<file path="src/rtl/vic_pkg.sv">
// rtl/vic_pkg.sv - shared register offsets, state encoding and sizes for the vectored interrupt controller
package vic_pkg;

    localparam int NSRC_MAX = 32;
    localparam int CODE_W   = 5;

    // register offsets on the 5-bit Wishbone address
    localparam logic [4:0] ADR_INTC = 5'h00;
    localparam logic [4:0] ADR_IVT0 = 5'h01;
    localparam logic [4:0] ADR_IVT1 = 5'h02;
    localparam logic [4:0] ADR_IVT2 = 5'h03;
    localparam logic [4:0] ADR_STAT = 5'h04;
    localparam logic [4:0] ADR_INTE = 5'h08;
    localparam logic [4:0] ADR_MODE = 5'h0C;
    localparam logic [4:0] ADR_PEND = 5'h10;

    typedef enum logic [0:0] {
        IDLE  = 1'b0,
        INSVC = 1'b1
    } vic_state_e;

    // flat encodings of the enum for the state register
    localparam logic [0:0] ST_IDLE  = 1'(IDLE);
    localparam logic [0:0] ST_INSVC = 1'(INSVC);

endpackage

</file>
<file path="src/rtl/vic_prio_enc.sv">
// rtl/vic_prio_enc.sv - highest-index-wins priority encoder
module vic_prio_enc #(
    parameter int W  = 16,
    parameter int CW = 5
) (
    input  logic [W-1:0]  req,
    output logic [CW-1:0] code,
    output logic          valid
);

    // later (higher) indices overwrite earlier ones, so the top set bit wins
    always_comb begin
        code  = '0;
        valid = |req;
        for (int i = 0; i < W; i++) begin
            if (req[i]) code = CW'(i);
        end
    end

endmodule

</file>
<file path="src/rtl/vic_ctrl.sv">
// rtl/vic_ctrl.sv - vectored interrupt controller with Wishbone register slave
module vic_ctrl
    import vic_pkg::*;
#(
    parameter int NSRC   = 16,
    parameter int CODE_W = 5
) (
    input  logic            clk,
    input  logic            rst,
    input  logic [NSRC-1:0] IRQ_SRC,
    output logic            INT,
    output logic [23:0]     IVEC_ADDR,
    input  logic            INT_ACK,
    input  logic            INT_RET,
    input  logic [4:0]      WB_ADRi,
    input  logic [7:0]      WB_DATi,
    output logic [7:0]      WB_DATo,
    input  logic            WB_WEi,
    input  logic            WB_CYCi,
    input  logic            WB_STBi,
    output logic            WB_ACKo
);

    localparam int NB = NSRC / 8;

    logic              inten;
    logic [1:0]        ivesiz;
    logic [23:0]       ivt;
    logic [NSRC-1:0]   inte;
    logic [NSRC-1:0]   mode;
    logic [NSRC-1:0]   pend;
    logic [NSRC-1:0]   irq_prev;
    logic [NSRC-1:0]   pend_clr;
    logic [NSRC-1:0]   pend_nxt;
    logic [0:0]        state;
    logic [CODE_W-1:0] svc_code;
    logic [CODE_W-1:0] win_code;
    logic [CODE_W-1:0] code_use;
    logic              win_valid;
    logic              wr;
    logic              take_ack;
    logic              in_svc;
    logic [2:0]        shamt;
    logic [23:0]       ivec_off;
    logic [7:0]        rd;

    assign wr      = WB_CYCi & WB_STBi & WB_WEi;
    assign WB_ACKo = WB_CYCi & WB_STBi;
    assign in_svc  = (state == ST_INSVC);

    vic_prio_enc #(.W(NSRC), .CW(CODE_W)) u_prio (
        .req   (pend & inte),
        .code  (win_code),
        .valid (win_valid)
    );

    assign INT      = inten & ~in_svc & win_valid;
    assign take_ack = ~in_svc & INT_ACK & INT;
    assign code_use = in_svc ? svc_code : (win_valid ? win_code : '0);
    assign shamt    = {1'b0, ivesiz} + 3'd2;
    assign ivec_off = {{(24-CODE_W){1'b0}}, code_use} << shamt;
    assign IVEC_ADDR = ivt + ivec_off;

    // pend clear sources (W1C writes and the acknowledged edge source) and next pend value
    always_comb begin
        pend_clr = '0;
        for (int b = 0; b < NB; b++) begin
            if (wr && WB_ADRi == 5'(ADR_PEND + b)) pend_clr[8*b +: 8] = WB_DATi;
        end
        for (int i = 0; i < NSRC; i++) begin
            if (take_ack && 5'(i) == win_code) pend_clr[i] = 1'b1;
            // set has priority over clear; level mode just tracks the line
            pend_nxt[i] = mode[i] ? ((IRQ_SRC[i] & ~irq_prev[i]) | (pend[i] & ~pend_clr[i]))
                                  : IRQ_SRC[i];
        end
    end

    // pending bits and previous input sample
    always_ff @(posedge clk) begin
        if (rst) begin
            pend     <= '0;
            irq_prev <= '0;
        end else begin
            pend     <= pend_nxt;
            irq_prev <= IRQ_SRC;
        end
    end

    // Wishbone register writes; absent banks and reserved fields are dropped
    always_ff @(posedge clk) begin
        if (rst) begin
            inten  <= 1'b0;
            ivesiz <= '0;
            ivt    <= '0;
            inte   <= '0;
            mode   <= '0;
        end else if (wr) begin
            case (WB_ADRi)
                ADR_INTC: begin
                    inten  <= WB_DATi[7];
                    ivesiz <= WB_DATi[1:0];
                end
                ADR_IVT0: ivt[7:0]   <= WB_DATi;
                ADR_IVT1: ivt[15:8]  <= WB_DATi;
                ADR_IVT2: ivt[23:16] <= WB_DATi;
                default: ;
            endcase
            for (int b = 0; b < NB; b++) begin
                if (WB_ADRi == 5'(ADR_INTE + b)) inte[8*b +: 8] <= WB_DATi;
                if (WB_ADRi == 5'(ADR_MODE + b)) mode[8*b +: 8] <= WB_DATi;
            end
        end
    end

    // service state machine; return beats a simultaneous ack while in service
    always_ff @(posedge clk) begin
        if (rst) begin
            state    <= ST_IDLE;
            svc_code <= '0;
        end else if (in_svc) begin
            if (INT_RET) state <= ST_IDLE;
        end else if (take_ack) begin
            state    <= ST_INSVC;
            svc_code <= win_code;
        end
    end

    // combinational read mux
    always_comb begin
        rd = '0;
        case (WB_ADRi)
            ADR_INTC: rd = {inten, 5'b0, ivesiz};
            ADR_IVT0: rd = ivt[7:0];
            ADR_IVT1: rd = ivt[15:8];
            ADR_IVT2: rd = ivt[23:16];
            ADR_STAT: rd = {in_svc, 2'b00, code_use};
            default: ;
        endcase
        for (int b = 0; b < NB; b++) begin
            if (WB_ADRi == 5'(ADR_INTE + b)) rd = inte[8*b +: 8];
            if (WB_ADRi == 5'(ADR_MODE + b)) rd = mode[8*b +: 8];
            if (WB_ADRi == 5'(ADR_PEND + b)) rd = pend[8*b +: 8];
        end
    end

    assign WB_DATo = rd;

endmodule

</file>
<file path="config.mk">
export PLATFORM = sky130hd
export DESIGN_NAME = vic_ctrl
export DESIGN_NICKNAME = d
export VERILOG_FILES = /design/src/rtl/vic_pkg.sv /design/src/rtl/vic_prio_enc.sv /design/src/rtl/vic_ctrl.sv
export SDC_FILE = /design/constraint.sdc
export NUM_CORES = 1
export LEC_CHECK = 0
export CORE_MARGIN = 1
export CORE_UTILIZATION = 60
export DETAILED_ROUTE_END_ITERATION = 8
export GPL_ROUTABILITY_DRIVEN = 0
export PLACE_DENSITY = 0.85
export SLEW_MARGIN = 5
export SYNTH_ARGS = -nofsm -noshare
export SYNTH_HDL_FRONTEND = slang
export SYNTH_SLANG_ARGS = --single-unit
</file>
<file path="constraint.sdc">
create_clock -name clk -period 9.19 [get_ports clk]
set_clock_uncertainty 0.2 [all_clocks]
set_input_delay 1.838 -clock clk [delete_from_list [all_inputs] [get_ports clk]]
set_output_delay 1.838 -clock clk [all_outputs]
set_load 0.05 [all_outputs]
</file>
==> Yosys cells after proc, flatten, opt, wreduce, memory -nomap -nowiden <==
Index checks and enable logic that the tools add are counted.
{ "op_classes": {"n_bitwise": 88, "shift": 1, "div": 0, "muxes": 61, "add_sub_neg": 2, "n_mul": 0, "eq_ne": 25, "reduce_logical": 30, "magnitude_cmp": 0} }
{ "op_table": {"columns": ["operator", "n"], "rows": [
  ["8-bit two-way mux", 8],
  ["4-bit by 5-bit equality test with 1-bit output, first input constant", 8],
  ["8-bit case mux with 5 select lines", 1],
  ["1-bit bitwise AND", 38],
  ["1-bit two-way mux", 36],
  ["1-bit inverter", 33],
  ["4-bit two-way mux", 8],
  ["24-bit adder", 1],
  ["5-bit by 3-bit left shift with 24-bit output", 1],
  ["3-bit by 5-bit equality test with 1-bit output, first input constant", 4],
  ["5-bit by 4-bit equality test with 1-bit output, second input constant", 4],
  ["1-bit logical AND", 18],
  ["2-bit AND reduction", 9],
  ["16-bit bitwise AND", 1],
  ["1-bit OR", 16],
  ["16-bit OR reduction", 1],
  ["3-bit two-way mux", 4],
  ["2-bit by 5-bit equality test with 1-bit output, first input constant", 2],
  ["5-bit by 2-bit equality test with 1-bit output, second input constant", 2],
  ["5-bit equality test, second input constant", 2],
  ["5-bit logical NOT", 2],
  ["5-bit two-way mux", 2],
  ["1-bit by 5-bit equality test with 1-bit output, first input constant", 1],
  ["5-bit by 1-bit equality test with 1-bit output, second input constant", 1],
  ["other kinds (3)", 4]
]} }
{ "word_totals": {"mem_bits_rw": 0, "mem_bits_ro": 0, "regBits": 97, "word_cells": 220, "input_bits": 36, "latch_bits": 0, "memories": 0} }

==> Depth between registers and ports, before layout <==
{ "logic_depth": {"depth_word": 25, "mapped_depth": 13} }

==> Cells and area by module <==
From an unflattened synthesis, not the netlist that was laid out.
{ "unflattened": {"hier_cells": 754, "hier_area_um2": 6000.8} }
{ "modules_own_cells": {"columns": ["mod", "cells_each", "area_per_inst_um2", "seq_area_each_um2", "n_inst"], "rows": [
  ["vic_ctrl", 724, 5819.3, 1941.9, 1],
  ["vic_prio_enc", 30, 181.4, 0.0, 1]
]} }

==> Worst setup path after synthesis <==
Ideal clock, no wire load.
{ "synth_timing": {"path_type": "register to output", "from": "reg pend[5]", "to": "out IVEC_ADDR[12]", "t_arrival_ns": 4.423, "path_buffers": 0, "slack_ns": 2.729, "path_stages_with_launch": 13, "cell_sequence": "dfxtp_1 -> a22o_1 -> a31oi_1 -> o21a_1 -> o311ai_4 -> mux4_2 -> o21a_1 -> ha_1 -> o21ai_0 -> o21ai_1 -> a2111o_1 -> a21oi_2 -> o311ai_0"} }
{ "synth_via": {"elab_chain_len": 16} }
{ "synth_rtl": {"columns": ["item", "line_no", "text"], "rows": [
  ["start, declared", "vic_ctrl.sv:31", "logic [NSRC-1:0] pend;"],
  ["start signal, assigned", "vic_ctrl.sv:84", "pend <= pend_nxt;"],
  ["16-bit bitwise AND (*)", "vic_ctrl.sv:52", ".req (pend & inte),"],
  ["3-bit two-way mux (3 in a row)", "vic_prio_enc.sv:16", "if (req[i]) code = CW'(i);"],
  ["4-bit two-way mux (8 in a row)", "vic_prio_enc.sv:16", null],
  ["5-bit two-way mux (*) (2 in a row)", "vic_ctrl.sv:59", "assign code_use = in_svc ? svc_code : (win_valid ? win_code : '0);"],
  ["5-bit by 3-bit left shift with 24-bit output (*)", "vic_ctrl.sv:61", "assign ivec_off = {{(24-CODE_W){1'b0}}, code_use} << shamt;"],
  ["24-bit adder (*)", "vic_ctrl.sv:62", "assign IVEC_ADDR = ivt + ivec_off;"],
  ["end, declared", "vic_ctrl.sv:12", "output logic [23:0] IVEC_ADDR,"]
]} }
Mark *: on every way between the ends. The rest lies on a longest branch, timed or not.

==> Final worst setup path <==
{ "layout_timing": {"from": "in WB_ADRi[1]", "to": "out WB_DATo[5]"} }
{ "layout_via": {"elab_chain_len": 8} }
{ "layout_rtl": {"columns": ["item", "line_no", "text"], "rows": [
  ["start, declared", "vic_ctrl.sv:15", "input logic [4:0] WB_ADRi,"],
  ["5-bit by 3-bit equality test with 1-bit output (tied with other cells)", "vic_ctrl.sv:131", "case (WB_ADRi)"],
  ["8-bit case mux with 5 select lines", "vic_ctrl.sv:131", null],
  ["8-bit two-way mux", "vic_ctrl.sv:140", "if (WB_ADRi == 5'(ADR_INTE + b)) rd = inte[8*b +: 8];"],
  ["8-bit two-way mux", "vic_ctrl.sv:141", "if (WB_ADRi == 5'(ADR_MODE + b)) rd = mode[8*b +: 8];"],
  ["8-bit two-way mux", "vic_ctrl.sv:142", "if (WB_ADRi == 5'(ADR_PEND + b)) rd = pend[8*b +: 8];"],
  ["8-bit two-way mux", "vic_ctrl.sv:140", null],
  ["8-bit two-way mux", "vic_ctrl.sv:141", null],
  ["8-bit two-way mux (*)", "vic_ctrl.sv:142", null],
  ["end, declared", "vic_ctrl.sv:17", "output logic [7:0] WB_DATo,"]
]} }
Marks and branches as above.

==> results.toml <==
[outcome]
outcome = "complete, no violations"

[hold_path]
hold_path_class = "flip-flop to flip-flop"
min_from = "irq_prev[6]$_SDFF_PP0_"
whs_endpoint = "pend[6]$_SDFF_PP0_"
whs_path_depth = 3

[clocking]
cts_resized = 0
clk_pin_slew_ns = 0.10
cts_tree = "built"
root_buffer = "clkbuf_8"
htree_num_levels = 3
clkLatencyLatePin_ns = 0.38
cts_buffers = 9
cts_hold_buf = 0
cts_setup_buffers = 0
cts.sinks = 96
cts.path.max_buffers = 2

[power_and_ir_drop]
p_total_uw = 769
combPwrFrac = 0.112
p_clk_frac = 0.327
ir_drop_v = 0.0000820
swShare = 0.278
pwr-share-seq = 0.560
internal_power_uw = 556
power_leakage_nw = 2.29
power_density_nw_per_um2 = 116
p_switching_uw = 214

[synth]
ys_ff_latch = 96
yosysUniqueCellTypes = 76
ys_seq_area_frac = 0.334
synth_top_area_frac = 0.334
syn_inst = 741
netlist_area_sq_um = 5750
synth_edf_count = 0
synth_area_leaders = "dfxtp_1 (33%), nand2_1 (8.2%), a21oi_1 (5.7%)"
syn_avg_cell_area_sq_um = 7.75
async_reset_ff_frac = 0
synth_top_cell_by_area = "dfxtp_1"
ys_warn_count = 0
synth_top_flop_cell = "dfxtp_1"

[die]
initial_core_util = 0.622
die_w_microns = 99.9
ioPinCount = 70
die-height_microns = 99.9
die-area_sq_um = 9970
row_count = 35
fp.coreArea_sq_um = 9240

[critical_path]
critical_path_arrival_ns = 5.73
r2r-start = "inte[5]$_SDFFE_PP0P_"
cpPeakStageDelay_ns = 0.87
endpoint_kind = "output port"
crit_fanout = 26
crit_required_ns = 7.15
crit_top_cell = "clkdlybuf4s50_1"
worst-r2r-setup-slack_ns = 6.60
cp_slowest_cell = "clkdlybuf4s50_1"
cp_cell_sequence = "clkdlybuf4s50_1 > or3_1 > nor3_2 > a222oi_1 > nor2_1 > o22a_1 > clkdlybuf4s50_1"
reg2reg_to = "pend[9]$_SDFF_PP0_"
cp-start-kind = "primary input"
cp_top_family = "simple AND/OR/NAND/NOR gates"
cp_num_buf_inv = 2
crit_type = "primary input to output port"
r2r_cells = 6

[place]
place_ws_ns = 1.62
portBuffers = 69
dpl-instance-area_sq_um = 6440
hpwl_microns = 12400

[detailed_routing]
wl_microns = 17400
drc = 0
vias = 5984
first_iter_violations = 700
wl_per_cell_microns = 18.9
viasPerCell = 6.52
ant_nets = 0
firstDrtPassIters = 6

[final_layout]
area_delta_synth_final_pct = 15.1
nets = 832
layout-drive-gt1-share = 0.0444
finalCoreUtilization = 0.716
n_fill_cell = 729
layout_commonest_cell = "nand2_1"
design_area_sq_um = 6610
n_antenna_cell = 0
mostFrequentLayoutCells = "nand2_1 (125), dfxtp_1 (96), clkdlybuf4s50_1 (68)"
multiInputGateArea_sq_um = 3620
ff_latch_area_sq_um = 1920

[sta]
setup_viol = 0
worstMarginPinSlew_ns = 0.993
rsz0062_at_grt = "false"
final_hold_viol_count = 0
fin_ws_ns = 1.42
fmax_mhz = 129
finalSetupTns_ns = 0
drv_slew = 0
post-route-period-util = 0.845
slew_headroom = 0.334
min_period_ns = 7.77

[global_route]
grt_antenna_before_repair = 0
grt_max_degree = 97
grt_pass1_wl_microns = 27600
grt_pass1_vias = 5415
globalRouteOverflowTotal = 0
grt_usage = 0.357

[job]
max_cap_violations = 0
[cells in the mapped netlist (all sizes together), types with 10 or more instances]
cell    number
a211oi      18
a21o        10
a21oi       67
a22o        13
buf         11
clkbuf      33
dfxtp       96
ha          11
mux2i       26
nand2      125
nand2b      11
nand3       50
nor2        52
nor2b       21
nor3        14
o21ai       43
xnor2       14
[power groups by stage]
| stage | Clock, mW | Combinational, mW | Sequential (mW) |
|---|---|---|---|
| floorplan | 0 | 0.0527 | 0.438 |
| global placement | 0 | 0.0820 | 0.440 |
| detailed placement | 0 | 0.0834 | 0.440 |
| CTS | 0.252 | 0.0840 | 0.430 |
| global route | 0.267 | 0.0915 | 0.432 |
| finish | 0.252 | 0.0865 | 0.431 |
[worst max path at each step]
stage / from / end / slack [ns] / depth (start not counted)
2_1_floorplan: pend[5]$_SDFF_PP0_ / IVEC_ADDR[12] / 2.73 / 12
3_3_place_gp: WB_ADRi[1] / WB_DATo[0] / 1.67 / 8
3_5_place_dp: WB_ADRi[1] / WB_DATo[0] / 1.62 / 8
4_1_cts: WB_ADRi[1] / WB_DATo[0] / 1.61 / 8
5_1_grt: WB_ADRi[1] / WB_DATo[0] / 1.32 / 8
6_report: WB_ADRi[1] / WB_DATo[5] / 1.42 / 7
[final cells by class]
cell class | instances | area share
Clock buffer | 11 | 0.0199
Clock inverter | 5 | 0.00624
Inverter | 8 | 0.00454
Multi-Input combinational cell | 597 | 0.547
Sequential cell | 96 | 0.291
Tap cell | 129 | 0.0244
Timing Repair Buffer | 72 | 0.107
[tightest hold or removal path: cells and delay by family, from the launching register on]
| family | cells | cell delay (ns) |
|---|---|---|
| AO/OA/AOI/OAI | 1 | 0.05 |
| flip-flops | 1 | 0.31 |
| AND/OR/NAND/NOR | 2 | 0.10 |
[sequential cells by signal (all words and copies together) (netlist names)]
register	flops
ivt	24
inte	16
irq_prev	16
mode	16
pend	16
svc_code	4
ivesiz	2
in_svc	1
inten	1
[stage by stage]
| stage | hold WS [ns] | instances |
|---|---|---|
| 6_report | 0.290 | 918 |
| 5_1_grt | 0.300 | 918 |
| 4_1_cts | 0.286 | 918 |
| 3_5_place_dp | 0.265 | 902 |
| 3_3_place_gp | 0.252 | 902 |
| 2_1_floorplan | 0.243 | 745 |
[cells by family after synthesis]
logic type	share of synthesized area
compound gates	0.250
fa+ha+maj	0.0274
xor+xnor	0.0290
mux	0.0577
simple gates	0.262
flops	0.334
buf+inv	0.0381
other cells	0.000653
[layer usage]
layer / part of all wire / GRT usage / vias to the layer above
met5: 0 / 0 / -
met4: 0.054 / 0.214 / 0
met3: 0.089 / 0.0453 / 94
met2: 0.46 / 0.591 / 390
met1: 0.39 / 0.447 / 2723
li1: - / - / 2777
No activity file was read; power rests on OpenSTA's default activity.
